$ cat src/rtl/seq_ctrl_pkg.sv
// Shared constants and state encoding for the Sequencia session controller.
package seq_ctrl_pkg;

  localparam int W_DEF  = 8;
  localparam int BYTE_W = 8;

  localparam logic [2:0] ST_IDLE   = 3'd0;
  localparam logic [2:0] ST_CLR    = 3'd1;
  localparam logic [2:0] ST_LOAD   = 3'd2;
  localparam logic [2:0] ST_STREAM = 3'd3;
  localparam logic [2:0] ST_FLUSH  = 3'd4;
  localparam logic [2:0] ST_DONE   = 3'd5;

  typedef enum logic [2:0] {
    IDLE   = ST_IDLE,
    CLR    = ST_CLR,
    LOAD   = ST_LOAD,
    STREAM = ST_STREAM,
    FLUSH  = ST_FLUSH,
    DONE   = ST_DONE
  } state_t;

endpackage

$ cat src/rtl/controlador_sequencia_serializador_byte.sv
// Two-entry byte buffer (shifter + holding register) emitting one bit per cycle, MSB first.
module serializador_byte
  import seq_ctrl_pkg::*;
(
  input  logic              clk,
  input  logic              rst,
  input  logic              clear,
  input  logic              enable,
  input  logic              in_valid,
  input  logic [BYTE_W-1:0] in_data,
  output logic              in_ready,
  output logic              bit_saida,
  output logic              bit_valid,
  output logic              ultimo_bit,
  output logic              underrun
);

  logic [BYTE_W-1:0] sh_data;
  logic [BYTE_W-1:0] hold_data;
  logic [2:0]        sh_cnt;
  logic              sh_valid;
  logic              hold_valid;

  assign bit_valid  = enable && sh_valid;
  assign ultimo_bit = bit_valid && (sh_cnt == 3'd7);
  assign underrun   = ultimo_bit && !hold_valid;
  // The holding slot frees up on the 8th bit, so a byte may be taken that same cycle.
  assign in_ready   = enable && (!hold_valid || ultimo_bit);
  assign bit_saida  = sh_data[BYTE_W-1];

  always_ff @(posedge clk) begin
    if (rst || clear) begin
      sh_data    <= '0;
      hold_data  <= '0;
      sh_cnt     <= 3'd0;
      sh_valid   <= 1'b0;
      hold_valid <= 1'b0;
    end else if (bit_valid) begin
      if (sh_cnt == 3'd7) begin
        sh_cnt     <= 3'd0;
        sh_data    <= hold_data;
        sh_valid   <= hold_valid;
        hold_valid <= in_valid;
        if (in_valid) hold_data <= in_data;
      end else begin
        sh_cnt  <= sh_cnt + 3'd1;
        sh_data <= {sh_data[BYTE_W-2:0], 1'b0};
        if (in_valid) begin
          hold_valid <= 1'b1;
          hold_data  <= in_data;
        end
      end
    end else if (in_valid) begin
      sh_valid <= 1'b1;
      sh_data  <= in_data;
      sh_cnt   <= 3'd0;
    end
  end

endmodule

$ cat src/rtl/controlador_sequencia.sv
// Session controller: clears and loads the detector, streams bytes into it, and captures the first match.
module controlador_sequencia
  import seq_ctrl_pkg::*;
#(
  parameter int W  = W_DEF,
  parameter int CW = 16
) (
  input  logic              clk,
  input  logic              rst,
  input  logic              cfg_valid,
  input  logic [W-1:0]      cfg_palavra,
  output logic              cfg_ready,
  input  logic              byte_valid,
  input  logic [BYTE_W-1:0] byte_data,
  input  logic              byte_last,
  output logic              byte_ready,
  output logic              det_rst_n,
  output logic              det_setar_palavra,
  output logic [W-1:0]      det_palavra,
  output logic              det_start,
  output logic              det_bit_in,
  input  logic              det_encontrado,
  output logic              achado,
  output logic [CW-1:0]     posicao,
  output logic              concluido,
  output logic              erro,
  output logic [2:0]        estado
);

  // Handshakes: a transfer happens on a posedge where valid and ready are both high;
  // ready never depends on valid, and the offerer holds its data stable until the transfer.

  state_t        state, state_next;
  logic [W-1:0]  pal_reg;
  logic          last_acc;
  logic          det_hold;
  logic [CW-1:0] idx, idx_d;
  logic          bv_d;

  logic ser_ready, ser_bit, bit_valid, ultimo_bit, underrun;
  logic accept;

  assign estado     = state;
  assign byte_ready = ser_ready && !last_acc;
  assign accept     = byte_valid && byte_ready;

  serializador_byte u_ser (
    .clk        (clk),
    .rst        (rst),
    .clear      (state != STREAM),
    .enable     (state == STREAM),
    .in_valid   (accept),
    .in_data    (byte_data),
    .in_ready   (ser_ready),
    .bit_saida  (ser_bit),
    .bit_valid  (bit_valid),
    .ultimo_bit (ultimo_bit),
    .underrun   (underrun)
  );

  always_comb begin
    state_next        = state;
    cfg_ready         = 1'b0;
    det_rst_n         = !det_hold;
    det_setar_palavra = 1'b0;
    det_palavra       = '0;
    det_start         = 1'b0;
    det_bit_in        = 1'b0;
    concluido         = 1'b0;
    case (state)
      IDLE: begin
        cfg_ready = 1'b1;
        if (cfg_valid) state_next = CLR;
      end
      CLR: begin
        det_rst_n  = 1'b0;
        state_next = LOAD;
      end
      LOAD: begin
        det_setar_palavra = 1'b1;
        det_palavra       = pal_reg;
        state_next        = STREAM;
      end
      STREAM: begin
        // Keep the detector frozen in load mode until the first real bit is available.
        if (!bit_valid) begin
          det_setar_palavra = 1'b1;
          det_palavra       = pal_reg;
        end else begin
          det_bit_in = ser_bit;
          det_start  = (idx == '0);
        end
        if (underrun) state_next = FLUSH;
      end
      FLUSH: state_next = DONE;
      DONE: begin
        concluido  = 1'b1;
        state_next = IDLE;
      end
      default: state_next = IDLE;
    endcase
  end

  always_ff @(posedge clk) begin
    if (rst) begin
      state    <= IDLE;
      det_hold <= 1'b1;
      pal_reg  <= '0;
      last_acc <= 1'b0;
      achado   <= 1'b0;
      posicao  <= '0;
      erro     <= 1'b0;
      idx      <= '0;
      idx_d    <= '0;
      bv_d     <= 1'b0;
    end else begin
      state <= state_next;
      bv_d  <= bit_valid;
      if (state == IDLE && cfg_valid) begin
        det_hold <= 1'b0;
        pal_reg  <= cfg_palavra;
        last_acc <= 1'b0;
        achado   <= 1'b0;
        posicao  <= '0;
        erro     <= 1'b0;
        idx      <= '0;
      end
      if (accept && byte_last) last_acc <= 1'b1;
      if (bit_valid) begin
        idx_d <= idx;
        if (idx != '1) idx <= idx + CW'(1);
      end
      // idx_d trails the detector's one-cycle latency, so it names the bit that completed the match.
      if (bv_d && det_encontrado && !achado) begin
        achado  <= 1'b1;
        posicao <= idx_d;
      end
      if (underrun && !last_acc) erro <= 1'b1;
    end
  end

endmodule

$ cat config.mk
export PLATFORM = sky130hd
export DESIGN_NAME = controlador_sequencia
export DESIGN_NICKNAME = d
export VERILOG_FILES = /design/src/rtl/seq_ctrl_pkg.sv /design/src/rtl/controlador_sequencia_serializador_byte.sv /design/src/rtl/controlador_sequencia.sv
export SDC_FILE = /design/constraint.sdc
export NUM_CORES = 1
export LEC_CHECK = 0
export CELL_PAD_IN_SITES_DETAIL_PLACEMENT = 2
export CELL_PAD_IN_SITES_GLOBAL_PLACEMENT = 2
export CORE_MARGIN = 2
export CORE_UTILIZATION = 34
export DETAILED_ROUTE_END_ITERATION = 8
export PLACE_DENSITY = 0.89
export SETUP_SLACK_MARGIN = 0.05
export SLEW_MARGIN = 20
export SYNTH_ARGS = -nofsm -noshare
export SYNTH_HDL_FRONTEND = slang
export SYNTH_SLANG_ARGS = --single-unit
export TNS_END_PERCENT = 1
$ cat constraint.sdc
create_clock -name clk -period 3.7 [get_ports clk]
set_input_delay 0.555 -clock clk [delete_from_list [all_inputs] [get_ports clk]]
set_output_delay 0.555 -clock clk [all_outputs]
set_load 0.02 [all_outputs]
# Word-level counts from Yosys, hierarchy flattened
# Cells that the tools add are included.
# word_totals
rom_bits	0
ram_bits	0
memories	0
latchBits	0
regBits	85
wordCells	89
# classes
n_shift	0
mul	0
div_mod_pow	0
n_eq_ne	11
magnitude_cmp	0
mux	33
n_bitwise	0
addsub	2
n_reduce_logical	28
# op_table
op	count
$mux W16	5
$mux W8	4
$add A16 B1 Y16 const B	1
$logic_not A16 Y1	1
$mux W1	16
$ne A16 B16 Y1 const B	1
$pmux W8 S2	1
$mux W3	5
$pmux W3 S5	1
$logic_and A1 B1 Y1	11
$reduce_bool A2 Y1	5
$eq A3 B3 Y1 const B	3
$reduce_and A2 Y1	4
$eq A3 B2 Y1 const B	2
$logic_not A1 Y1	4
$ne A2 B2 Y1 const B	2
$add A3 B1 Y3 const B	1
$eq A3 B1 Y1 const B	1
$logic_not A3 Y1	1
$ne A3 B2 Y1 const B	1
$logic_or A1 B1 Y1	2
$ne A2 B1 Y1 const B	1
$pmux W1 S2	1

# Longest topological paths before layout
# Gate-level depths: netlist of run 1.
# depth
ltp_word	9
depth_mapped	7

# Cells and area by module
# Synthesis of run 1 repeated with hierarchy kept, for this count alone.
# hier_totals
hier_cells	449
hier_area_um2	3789.9
# by_module_without_submodules
module	cells_each	seq_area_each_um2	n_inst	area_each_um2
controlador_sequencia	342	1281.2	1	2836.5
serializador_byte	107	420.4	1	953.4

# Least setup slack after synthesis of run 1
# Ideal clock, no wire load.
# synth_timing
kind	register to output
start	register state[1], in the netlist estado[1]
end	output det_start
n_path_buf	2
arrival_time_ns	1.653
t_required_ns	3.145
stages_incl_launch_ff	6
slack_ns	1.492
path_cell_list	dfxtp_1 -> and4b_1 -> buf_2 -> clkbuf_1 -> nand3_1 -> nor2_1
# synth_via
elab_chain_cells	4
# synth_rtl
element	line_no	text
start: declaration	controlador_sequencia.sv:33	state_t state, state_next;
start signal: assignment	controlador_sequencia.sv:117	state <= state_next;
$eq A3 B2 Y1 *	controlador_sequencia.sv:51, controlador_sequencia.sv:70	
$logic_and A1 B1 Y1	controlador_sequencia_serializador_byte.sv:24	assign bit_valid = enable && sh_valid;
$mux W1	controlador_sequencia.sv:86	if (!bit_valid) begin
$mux W1 *	controlador_sequencia.sv:70	case (state)
end: declaration	controlador_sequencia.sv:20	output logic det_start,
# Mark *: on every way between the ends. The rest lies on a longest branch, timed or not.

# Worst setup path in the final report of run 1
# layout_timing
start	register u_ser.sh_cnt[0]
end	output byte_ready
# layout_via
elab_chain_cells	5
# layout_rtl
element	line_no	text
start: declaration	controlador_sequencia_serializador_byte.sv:20	logic [2:0] sh_cnt;
start signal: assignment	controlador_sequencia_serializador_byte.sv:46	sh_cnt <= sh_cnt + 3'd1;
$eq A3 B3 Y1	controlador_sequencia_serializador_byte.sv:25	assign ultimo_bit = bit_valid && (sh_cnt == 3'd7);
$logic_and A1 B1 Y1	controlador_sequencia_serializador_byte.sv:25	
$logic_or A1 B1 Y1	controlador_sequencia_serializador_byte.sv:28	assign in_ready = enable && (!hold_valid || ultimo_bit);
$logic_and A1 B1 Y1	controlador_sequencia_serializador_byte.sv:28	
$logic_and A1 B1 Y1	controlador_sequencia.sv:44	assign byte_ready = ser_ready && !last_acc;
end: declaration	controlador_sequencia.sv:16	output logic byte_ready,
# No other way between the ends.

==> run summary, run 1 <==
## Route
- 0 — number of routed nets with antenna violations
- 11.9 mm — final routed wirelength across all metal layers
- 0 — final routed DRC violation total
- 4 — Initial DRT Pass Iterations
- 3374 — via count
- 171 — count of routing violations after the opening detailed-route iteration
- 19.3 um — DR WL/cell
- 5.47 — drt via density

## Clock network
- yes — clock tree from TritonCTS
- sky130_fd_sc_hd__clkbuf_8 — root buffer cell
- 0 — # Post-CTS Setup Buffers
- 0 — hold_buf cts
- 0.09 ns — clock slew at reported path FFs
- 9 — number of clock buffers inserted by TritonCTS
- 0 — CTS-repair resized insts
- 2 — number of buffers on the longest clock path
- 85 — TritonCTS sink count
- 3 — # H-tree levels
- 0.37 ns — latest clock arrival within the worst-skew pair

## Timing
- 0 ns — aggregate negative setup slack
- 3.20 ns — minimum period implied by the final worst setup slack
- 0 — number of hold-slack violations in the final timing report
- 0.313 GHz — Achievable Freq
- false — RSZ-0062 raised after global routing
- 0 — number of max-slew violations in the final report
- 86.4% — share of the clock period used by the worst path
- 0.00686 ns — maximum clock skew at final layout
- 0.832 ns — transition time of the tightest slew-check pin
- 0.463 ns — worst slack on hold paths
- 44.0% — remaining max-slew budget at the tightest pin
- 0 — setup violation total in the final timing report

## Synthesis
- 459 — syn_nets
- 8.56 um^2 — Syn Area/Cell
- 0 — total number of yosys warnings
- 4.59% — multiplexer share of the synthesized area
- 3700 um^2 — synthesized cell area
- 85 — flip-flop and latch count after synthesis
- simple AND/OR/NAND/NOR gates — combinational family with the most area after synthesis
- sky130_fd_sc_hd__dfxtp_1 (46%), sky130_fd_sc_hd__nand2_1 (6.0%), sky130_fd_sc_hd__a21oi_1 (4.6%) — top post-synthesis cells by area
- sky130_fd_sc_hd__dfxtp_1 — most area-hungry cell type in the Yosys netlist
- 45.9% — sequential area share after synthesis
- 25.3% — simple-gate share of the synthesized area
- 1.35% — adder and majority cell fraction of the synthesized area
- 56 — post-synth cell types
- 17.0% — complex-gate fraction of the synthesized area
- 433 — cells after synthesis
- 45.9% — top cell type's share of synthesized area
- 0 — number of enable-type register cells in the synthesized netlist
- 0% — share of synthesized flip-flops with an asynchronous set or reset
- sky130_fd_sc_hd__dfxtp_1 — flip-flop cell with the highest count after synthesis
- 0.709% — Post-Synth XOR/XNOR Area

## Global routing
- 54 — largest net degree at the start of global routing
- 0 — global route total overflow
- met2 — most utilized layer in the global route result
- 38.8% — global routing usage on met2
- 4.16% — global routing met3 resource utilization
- 21.4% — global-route total usage across every layer
- 19.5 mm — first-pass GRT wire length
- 3701 — number of global-route vias before repair
- 0 — number of antenna violations at the first check in global routing
- 24.9% — global-route track usage on met1

## Cells and area
- 0 — diode insertion count for antenna repair
- 1195 — # fillers
- 498 — net count reported at finish
- 7.34% — proportion of layout cells with a drive suffix above 1
- 23.9% — relative area change from synthesis to final layout
- sky130_fd_sc_hd__dfxtp_1 — most common cell after layout, fill and taps aside
- sky130_fd_sc_hd__dfxtp_1 (85), sky130_fd_sc_hd__nand2_1 (59), sky130_fd_sc_hd__clkdlybuf4s50_1 (56) — most used cells in the layout excluding fill and tap cells
- 1820 um^2 — area taken by multi-input logic gates
- idx: 16 flops, idx_d: 16 flops, posicao: 16 flops — largest registers
- 1700 um^2 — sequential standard cell area

## Pwr
- 1.66 nW — cell leakage power
- 1.87 mW — Total Power
- 261 uV — worst supply voltage drop on vdd
- 408 nW/um^2 — power density normalized to cell area

## Outcome
- finished clean — result of the run

## Critical path
- 0.62 ns — maximum single-stage delay on the critical path
- 1 — worst path bufs/invs
- 21 — maximum net fanout on the critical path
- 2.64 ns — endpoint arrival time on the critical path
- register — CP startpoint kind
- 3.14 ns — data required time of the worst path
- ha_1, ha_1, a21boi_0, nor2_1, clkdlybuf4s50_1 — series of cell instances along the critical path
- sky130_fd_sc_hd__ha_1 — Critical Path Most Common Cell
- register to output pin — Setup CP Type
- output pin — CP endpoint kind
- sky130_fd_sc_hd__ha_1 — Critical Path Slowest Stage Cell
- adder cells — cell family contributing the most delay on the critical path

## Placement
- 57 — count of input and output buffers
- 8.25 mm — placed wire-length estimate
- 0.787 — GP Congestion

## Floorplanning
- 108 um — Chip Height
- 34.5% — Initial Utilization
- 108 um — die span in x
- 10700 um^2 — area inside the core boundary
- 58 — top-level port count
- 38 — cell row count
- 11700 um^2 — area of the die

## Job
- 0 — total of max-cap violations

## Hold path
- register to register — type of the worst min-delay path

[power by group]
part	switching, mW	internal (mW)	total [mW]
sequential	0.00999	0.923	0.933
clock	0.366	0.452	0.818
combinational	0.0686	0.0520	0.121
[layout make-up]
cell class	instances	share of cell area (%)
tap	140	3.81
sequential	85	37.1
clock inverter	7	2.67
inverter	10	0.817
timing repair buffer	63	13.3
multi-input combinational	303	39.6
clock buffer	9	2.70
[stage by stage]
step / area (um^2) / cells / worst slack (ns) / util (%)
after floorplan: 3700 / 433 / 1.49 / -
after global placement: 4350 / 601 / 1.03 / 40.4
after detailed placement: 4350 / 601 / 0.865 / 40.4
after CTS: 4590 / 617 / 0.476 / 42.7
after global routing: 4590 / 617 / 0.315 / 42.7
final: 4590 / 617 / 0.502 / 42.7
[logic make-up after synthesis]
group	after synthesis
XOR/XNOR	3
flip-flops	85
buffers and inverters	45
AO/OA/AOI/OAI	93
AND/OR/NAND/NOR	186
adder cells (fa/ha/maj)	4
multiplexers	17
[routing by layer]
layer / vias up / part of all wire, % / wire (um)
li1: 1610 / - / -
met1: 1687 / 41 / 4900
met2: 55 / 54 / 6410
met3: 22 / 3.0 / 363
met4: 0 / 2.2 / 264
met5: - / 0 / 0
[synth_stat cells, types with 2 or more instances]
master / number
sky130_fd_sc_hd__a211o_1: 2
sky130_fd_sc_hd__a211oi_1: 15
sky130_fd_sc_hd__a21o_1: 2
sky130_fd_sc_hd__a21oi_1: 34
sky130_fd_sc_hd__a221o_1: 2
sky130_fd_sc_hd__a22oi_1: 17
sky130_fd_sc_hd__a31oi_1: 3
sky130_fd_sc_hd__and2_1: 11
sky130_fd_sc_hd__and3_1: 2
sky130_fd_sc_hd__and3b_1: 2
sky130_fd_sc_hd__buf_1: 2
sky130_fd_sc_hd__buf_2: 7
sky130_fd_sc_hd__clkbuf_1: 22
sky130_fd_sc_hd__clkbuf_2: 3
sky130_fd_sc_hd__dfxtp_1: 85
sky130_fd_sc_hd__ha_1: 4
sky130_fd_sc_hd__inv_1: 9
sky130_fd_sc_hd__mux2i_1: 17
sky130_fd_sc_hd__nand2_1: 59
sky130_fd_sc_hd__nand2b_1: 2
sky130_fd_sc_hd__nand3_1: 12
sky130_fd_sc_hd__nand3b_1: 2
sky130_fd_sc_hd__nand4_1: 8
sky130_fd_sc_hd__nor2_1: 43
sky130_fd_sc_hd__nor2b_1: 7
sky130_fd_sc_hd__nor3_1: 6
sky130_fd_sc_hd__nor4_1: 10
sky130_fd_sc_hd__o211ai_1: 3
sky130_fd_sc_hd__o21ai_0: 5
sky130_fd_sc_hd__or2_2: 2
sky130_fd_sc_hd__or3_1: 5
sky130_fd_sc_hd__or4_1: 4
sky130_fd_sc_hd__xnor2_1: 3
[final timing paths]
check,start,end,slack (ns),cells past startpoint
setup / recovery,u_ser.sh_cnt[0]$_SDFFE_PP0P_,byte_ready,0.50,5
setup reg to reg,idx[1]$_SDFF_PP0_,idx[2]$_SDFF_PP0_,1.16,5
hold / removal,det_hold$_SDFFE_PP1P_,det_hold$_SDFFE_PP1P_,0.46,1
hold reg to reg,det_hold$_SDFFE_PP1P_,det_hold$_SDFFE_PP1P_,0.46,1
No activity file was read; power rests on OpenSTA's default activity.
==> inputs of run 2 (changes only) <==
- GPL_TIMING_DRIVEN: not set -> 0
==> run summary, run 2 (synthesized netlist as in run 1, its figures left out) <==
## Outcome
- finished clean — result of the run

## Route
- 4 — Initial DRT Pass Iterations, unchanged
- 5.46 — drt via density, -0.17%
- 0 — final routed DRC violation total, unchanged
- 19.9 um — DR WL/cell, +2.7%
- 12.8 mm — final routed wirelength across all metal layers, +7.4%
- 3521 — via count, +4.4%
- 0 — number of routed nets with antenna violations, unchanged
- 146 — count of routing violations after the opening detailed-route iteration, -15%

## Cells and area
- 43.3% — Core Util, Final, +0.57 points
- 25.6% — relative area change from synthesis to final layout
- sky130_fd_sc_hd__dfxtp_1 (85), sky130_fd_sc_hd__nand2_1 (59), sky130_fd_sc_hd__clkdlybuf4s50_1 (56) — most used cells in the layout excluding fill and tap cells
- 7.52% — proportion of layout cells with a drive suffix above 1, +0.19 points
- sky130_fd_sc_hd__dfxtp_1 — most common cell after layout, fill and taps aside
- 4650 um^2 — post-route standard cell area excluding fillers, +1.3%
- 1226 — # fillers, +2.6%
- 526 — net count reported at finish, +5.6%
- idx: 16 flops, idx_d: 16 flops, posicao: 16 flops — largest registers
- 0 — diode insertion count for antenna repair, unchanged

## Critical path
- 10 — maximum net fanout on the critical path, -52%
- register — CP startpoint kind
- output pin — CP endpoint kind
- 2.76 ns — endpoint arrival time on the critical path, +0.12 ns
- 3.14 ns — data required time of the worst path, about the same
- register to output pin — Setup CP Type

## Global routing
- 0 — number of antenna violations at the first check in global routing, unchanged
- 23.4% — global-route total usage across every layer, +2.0 points
- 20.9 mm — first-pass GRT wire length, +7.6%
- 3923 — number of global-route vias before repair, +6.0%
- 0 — global route total overflow, unchanged
- 17 — largest net degree at the start of global routing, -69%

## Floorplanning
- 34.5% — Initial Utilization, unchanged
- 38 — cell row count, unchanged
- 58 — top-level port count, unchanged
- 108 um — Chip Height, unchanged
- 10700 um^2 — area inside the core boundary, unchanged
- 11700 um^2 — area of the die, unchanged
- 108 um — die span in x, unchanged

## Pwr
- 387 nW/um^2 — power density normalized to cell area, -5.1%
- 154 uV — worst supply voltage drop on vdd, -41%
- 1.70 nW — cell leakage power, +2.4%
- 1.80 mW — Total Power, -3.9%

## Timing
- 89.7% — share of the clock period used by the worst path, +3.2 points
- 0 — number of max-slew violations in the final report, unchanged
- 3.32 ns — minimum period implied by the final worst setup slack, +0.120 ns
- false — RSZ-0062 raised after global routing
- 0 — setup violation total in the final timing report, unchanged
- 0.0125 ns — maximum clock skew at final layout, +0.00561 ns
- 0.301 GHz — Achievable Freq, -3.6%
- 0 ns — aggregate negative setup slack, unchanged
- 0.382 ns — post-route setup slack, -0.120 ns
- 44.8% — remaining max-slew budget at the tightest pin, +0.79 points
- 0 — number of hold-slack violations in the final timing report, unchanged
- 0.821 ns — transition time of the tightest slew-check pin, -0.0118 ns

## Clock network
- 0 — # Post-CTS Setup Buffers, unchanged
- 9 — number of clock buffers inserted by TritonCTS, unchanged
- yes — clock tree from TritonCTS
- 85 — TritonCTS sink count, unchanged
- 0 — CTS-repair resized insts, unchanged
- sky130_fd_sc_hd__clkbuf_8 — root buffer cell
- 0 — hold_buf cts, unchanged
- 3 — # H-tree levels, unchanged
- 0.10 ns — clock slew at reported path FFs, about the same
- 0.39 ns — latest clock arrival within the worst-skew pair, +0.02 ns
- 2 — number of buffers on the longest clock path, unchanged

## Placement
- 4440 um^2 — Post-Place Cell Area, +2.2%
- 8.87 mm — placed wire-length estimate, +7.6%
- 56 — count of input and output buffers, -1.8%
- 0.828 — GP Congestion, +5.2%
- 0.726 ns — Placement Setup Slack, -0.139 ns

## Hold path
- register to register — type of the worst min-delay path

## Job
- 0 — total of max-cap violations, unchanged

## run 2: cell types whose count changed in the layout (fill, tap and decap cells not counted), sizes merged
cell | previous run | this run
clkinv | 2 | 1
buf | 7 | 10
inv | 10 | 13
clkbuf | 9 | 35
bufinv | 3 | 1
clkinvlp | 2 | 1
## run 2: through the flow
step,hold slack [ns],cells
2_1_floorplan,0.427,433
3_3_place_gp,0.435,629
3_5_place_dp,0.445,629
4_1_cts,0.463,645
5_1_grt,0.481,645
6_report,0.462,645
## run 2: per-layer routing
layer	vias up	share of wire (%)	track usage [%]
met5	-	0	0
met3	28	2.2	3.62
met2	62	51	41.4
li1	1666	-	-
met1	1765	44	27.9
met4	0	2.9	10.1
## run 2: worst paths after layout
kind	cells after the start	end	start	slack [ns]
worst max-delay path	6	det_start	estado[1]$_SDFFE_PP0P_	0.38
worst min-delay path	2	pal_reg[6]$_SDFFE_PP0P_	pal_reg[6]$_SDFFE_PP0P_	0.46
worst max register to register	5	idx[7]$_SDFF_PP0_	idx[1]$_SDFF_PP0_	1.11
worst min register to register	2	pal_reg[6]$_SDFFE_PP0P_	pal_reg[6]$_SDFFE_PP0P_	0.46
## run 2: worst max-delay path, stage by stage, from the launching register on
cell and delay, ns:
sky130_fd_sc_hd__dfxtp_1 0.42, sky130_fd_sc_hd__and4b_1 0.34, sky130_fd_sc_hd__buf_2 0.26, sky130_fd_sc_hd__clkbuf_1 0.42, sky130_fd_sc_hd__nand3_1 0.13, sky130_fd_sc_hd__nor2_1 0.17, sky130_fd_sc_hd__clkdlybuf4s50_1 0.63
## run 2: layout make-up
| class | instances | area (um^2) | area share [%] |
|---|---|---|---|
| Multi-Input combinational cell | 303 | 1810 | 39.0 |
| Buffer | 35 | 151 | 3.25 |
| Timing Repair Buffer | 56 | 561 | 12.0 |
| Clock inverter | 6 | 75.1 | 1.61 |
| Tap cell | 140 | 175 | 3.76 |
| Sequential cell | 85 | 1700 | 36.6 |
| Clock buffer | 10 | 138 | 2.96 |
| Inverter | 10 | 37.5 | 0.807 |
## run 2: report_power, final
part           switching (mW)  leakage [nW]  total [mW]  internal, mW
Sequential            0.00642         0.686       0.930         0.923
Combinational          0.0769         0.906       0.128        0.0515
Clock                   0.398         0.106       0.741         0.343
==> inputs of run 3 (changes only) <==
- ABC_CLOCK_PERIOD_IN_PS: not set -> 3700
- REMOVE_ABC_BUFFERS: not set -> 1
==> run summary, run 3 (synthesized netlist as in run 1, its figures left out) <==
## Pwr
- 1.64 nW — cell leakage power, -3.4%
- 376 nW/um^2 — power density normalized to cell area, -2.7%
- 132 uV — worst supply voltage drop on vdd, -14%

## Timing
- 0 — setup violation total in the final timing report, unchanged
- 43.3% — remaining max-slew budget at the tightest pin, -1.5 points
- 0 ns — aggregate negative setup slack, unchanged
- 0.00871 ns — maximum clock skew at final layout, -0.00377 ns
- false — RSZ-0062 raised after global routing
- 0.843 ns — transition time of the tightest slew-check pin, +0.0225 ns
- 3.34 ns — minimum period implied by the final worst setup slack, +0.0260 ns
- 0 — number of max-slew violations in the final report, unchanged
- 90.4% — share of the clock period used by the worst path, +0.70 points
- 0 — number of hold-slack violations in the final timing report, unchanged
- 0.299 GHz — Achievable Freq, -0.78%

## Global routing
- 36.3% — global routing usage on met2, -5.0 points
- 25.5% — global-route track usage on met1, -2.5 points
- 3647 — number of global-route vias before repair, -7.0%
- 0 — global route total overflow, unchanged
- 38 — largest net degree at the start of global routing, +21
- 18.9 mm — first-pass GRT wire length, -9.5%
- 3.25% — global routing met3 resource utilization, -0.36 points
- met2 — most utilized layer in the global route result
- 0 — number of antenna violations at the first check in global routing, unchanged
- 20.5% — global-route total usage across every layer, -2.8 points

## Route
- 4 — Initial DRT Pass Iterations, unchanged
- 18.8 um — DR WL/cell, -5.4%
- 0 — number of routed nets with antenna violations, unchanged
- 5.51 — drt via density, +0.95%
- 3389 — via count, -3.7%
- 208 — count of routing violations after the opening detailed-route iteration, +42%
- 0 — final routed DRC violation total, unchanged
- 11.6 mm — final routed wirelength across all metal layers, -9.8%

## Hold path
- register to register — type of the worst min-delay path

## Critical path
- register — CP startpoint kind
- and4b_2, nand3_1, nor2_1, clkdlybuf4s50_1 — series of cell instances along the critical path
- 3.14 ns — data required time of the worst path, about the same
- 30 — maximum net fanout on the critical path, +20
- output pin — CP endpoint kind
- idx[1]$_SDFF_PP0_ — reg-to-reg startpoint
- idx[6]$_SDFF_PP0_ — reg-to-reg critical path endpoint
- 2.79 ns — endpoint arrival time on the critical path, +0.03 ns
- sky130_fd_sc_hd__and4b_2 — Critical Path Slowest Stage Cell
- 1.02 ns — minimum setup slack among reg-to-reg paths, -0.09 ns
- estado[1]$_SDFFE_PP0P_ — CP startpoint
- det_start — endpoint of the most critical setup path
- register to output pin — Setup CP Type
- 5 — number of cells on the worst reg-to-reg path, unchanged
- 0.78 ns — maximum single-stage delay on the critical path, +0.15 ns

## Job
- 0 — total of max-cap violations, unchanged

## Floorplanning
- 10700 um^2 — area inside the core boundary, unchanged
- 11700 um^2 — area of the die, unchanged
- 34.5% — Initial Utilization, unchanged
- 38 — cell row count, unchanged
- 58 — top-level port count, unchanged
- 108 um — die span in x, unchanged
- 108 um — Chip Height, unchanged

## Cells and area
- idx: 16 flops, idx_d: 16 flops, posicao: 16 flops — largest registers
- sky130_fd_sc_hd__dfxtp_1 — most common cell after layout, fill and taps aside
- 496 — net count reported at finish, -5.7%
- 4550 um^2 — post-route standard cell area excluding fillers, -2.2%
- sky130_fd_sc_hd__dfxtp_1 (85), sky130_fd_sc_hd__nand2_1 (59), sky130_fd_sc_hd__clkdlybuf4s50_1 (56) — most used cells in the layout excluding fill and tap cells
- 0 — diode insertion count for antenna repair, unchanged
- 1202 — # fillers, -2.0%
- 7.37% — proportion of layout cells with a drive suffix above 1, -0.16 points
- 22.9% — relative area change from synthesis to final layout

## Clock network
- 0 — # Post-CTS Setup Buffers, unchanged
- sky130_fd_sc_hd__clkbuf_8 — root buffer cell
- 85 — TritonCTS sink count, unchanged
- 0.37 ns — latest clock arrival within the worst-skew pair, -0.02 ns
- yes — clock tree from TritonCTS
- 0 — hold_buf cts, unchanged
- 9 — number of clock buffers inserted by TritonCTS, unchanged
- 0 — CTS-repair resized insts, unchanged
- 0.09 ns — clock slew at reported path FFs, about the same
- 2 — number of buffers on the longest clock path, unchanged
- 3 — # H-tree levels, unchanged

## Outcome
- finished clean — result of the run

## Placement
- 7.85 mm — placed wire-length estimate, -11%
- 57 — count of input and output buffers, +1.8%
- 0.804 — GP Congestion, -3.0%
- 4360 um^2 — Post-Place Cell Area, -1.8%

run 3: how the worst min path moves through the flow:
stage | from | to | depth (start not counted)
after floorplan | pal_reg[0]$_SDFFE_PP0P_ | pal_reg[0]$_SDFFE_PP0P_ | 2
after global placement | det_hold$_SDFFE_PP1P_ | det_hold$_SDFFE_PP1P_ | 1
after detailed placement | pal_reg[5]$_SDFFE_PP0P_ | pal_reg[5]$_SDFFE_PP0P_ | 2
after CTS | pal_reg[5]$_SDFFE_PP0P_ | pal_reg[5]$_SDFFE_PP0P_ | 2
after global routing | idx_d[14]$_SDFFE_PP0P_ | idx_d[14]$_SDFFE_PP0P_ | 2
final | pal_reg[5]$_SDFFE_PP0P_ | pal_reg[5]$_SDFFE_PP0P_ | 2
run 3: report_power, final:
group	switching (mW)	internal, mW
clock	0.350	0.308
combinational	0.0678	0.0523
sequential	0.0107	0.923
run 3: layout make-up:
type,count,area [um^2],area share [%]
Clock buffer,9,124,2.72
Multi-Input combinational cell,303,1820,40.1
Clock inverter,7,66.3,1.46
Sequential cell,85,1700,37.4
Inverter,10,37.5,0.825
Timing Repair Buffer,61,623,13.7
Tap cell,140,175,3.85
run 3: layer usage:
| metal | wire length (um) | vias up | part of all wire [%] |
|---|---|---|---|
| li1 | - | 1606 | - |
| met1 | 5290 | 1704 | 46 |
| met2 | 5750 | 64 | 50 |
| met3 | 337 | 15 | 2.9 |
| met4 | 185 | 0 | 1.6 |
| met5 | 0 | - | 0 |
run 3: worst max-delay path, delay by kind of cell, from the launching register on:
family                 cells  cell delay (ns)
buffers and inverters      1             0.62
and+or+nand+nor            3             1.15
DFF                        1             0.63
run 3: through the flow:
stage	cells	total power [mW]	worst slack [ns]	hold WS, ns	util [%]
floorplan	398	1.00	1.30	0.426	-
global placement	595	1.06	-0.321	0.436	40.0
detailed placement	599	1.08	0.838	0.447	40.6
CTS	615	1.73	0.334	0.459	42.4
global route	615	1.79	0.186	0.485	42.4
finish	615	1.71	0.356	0.459	42.4
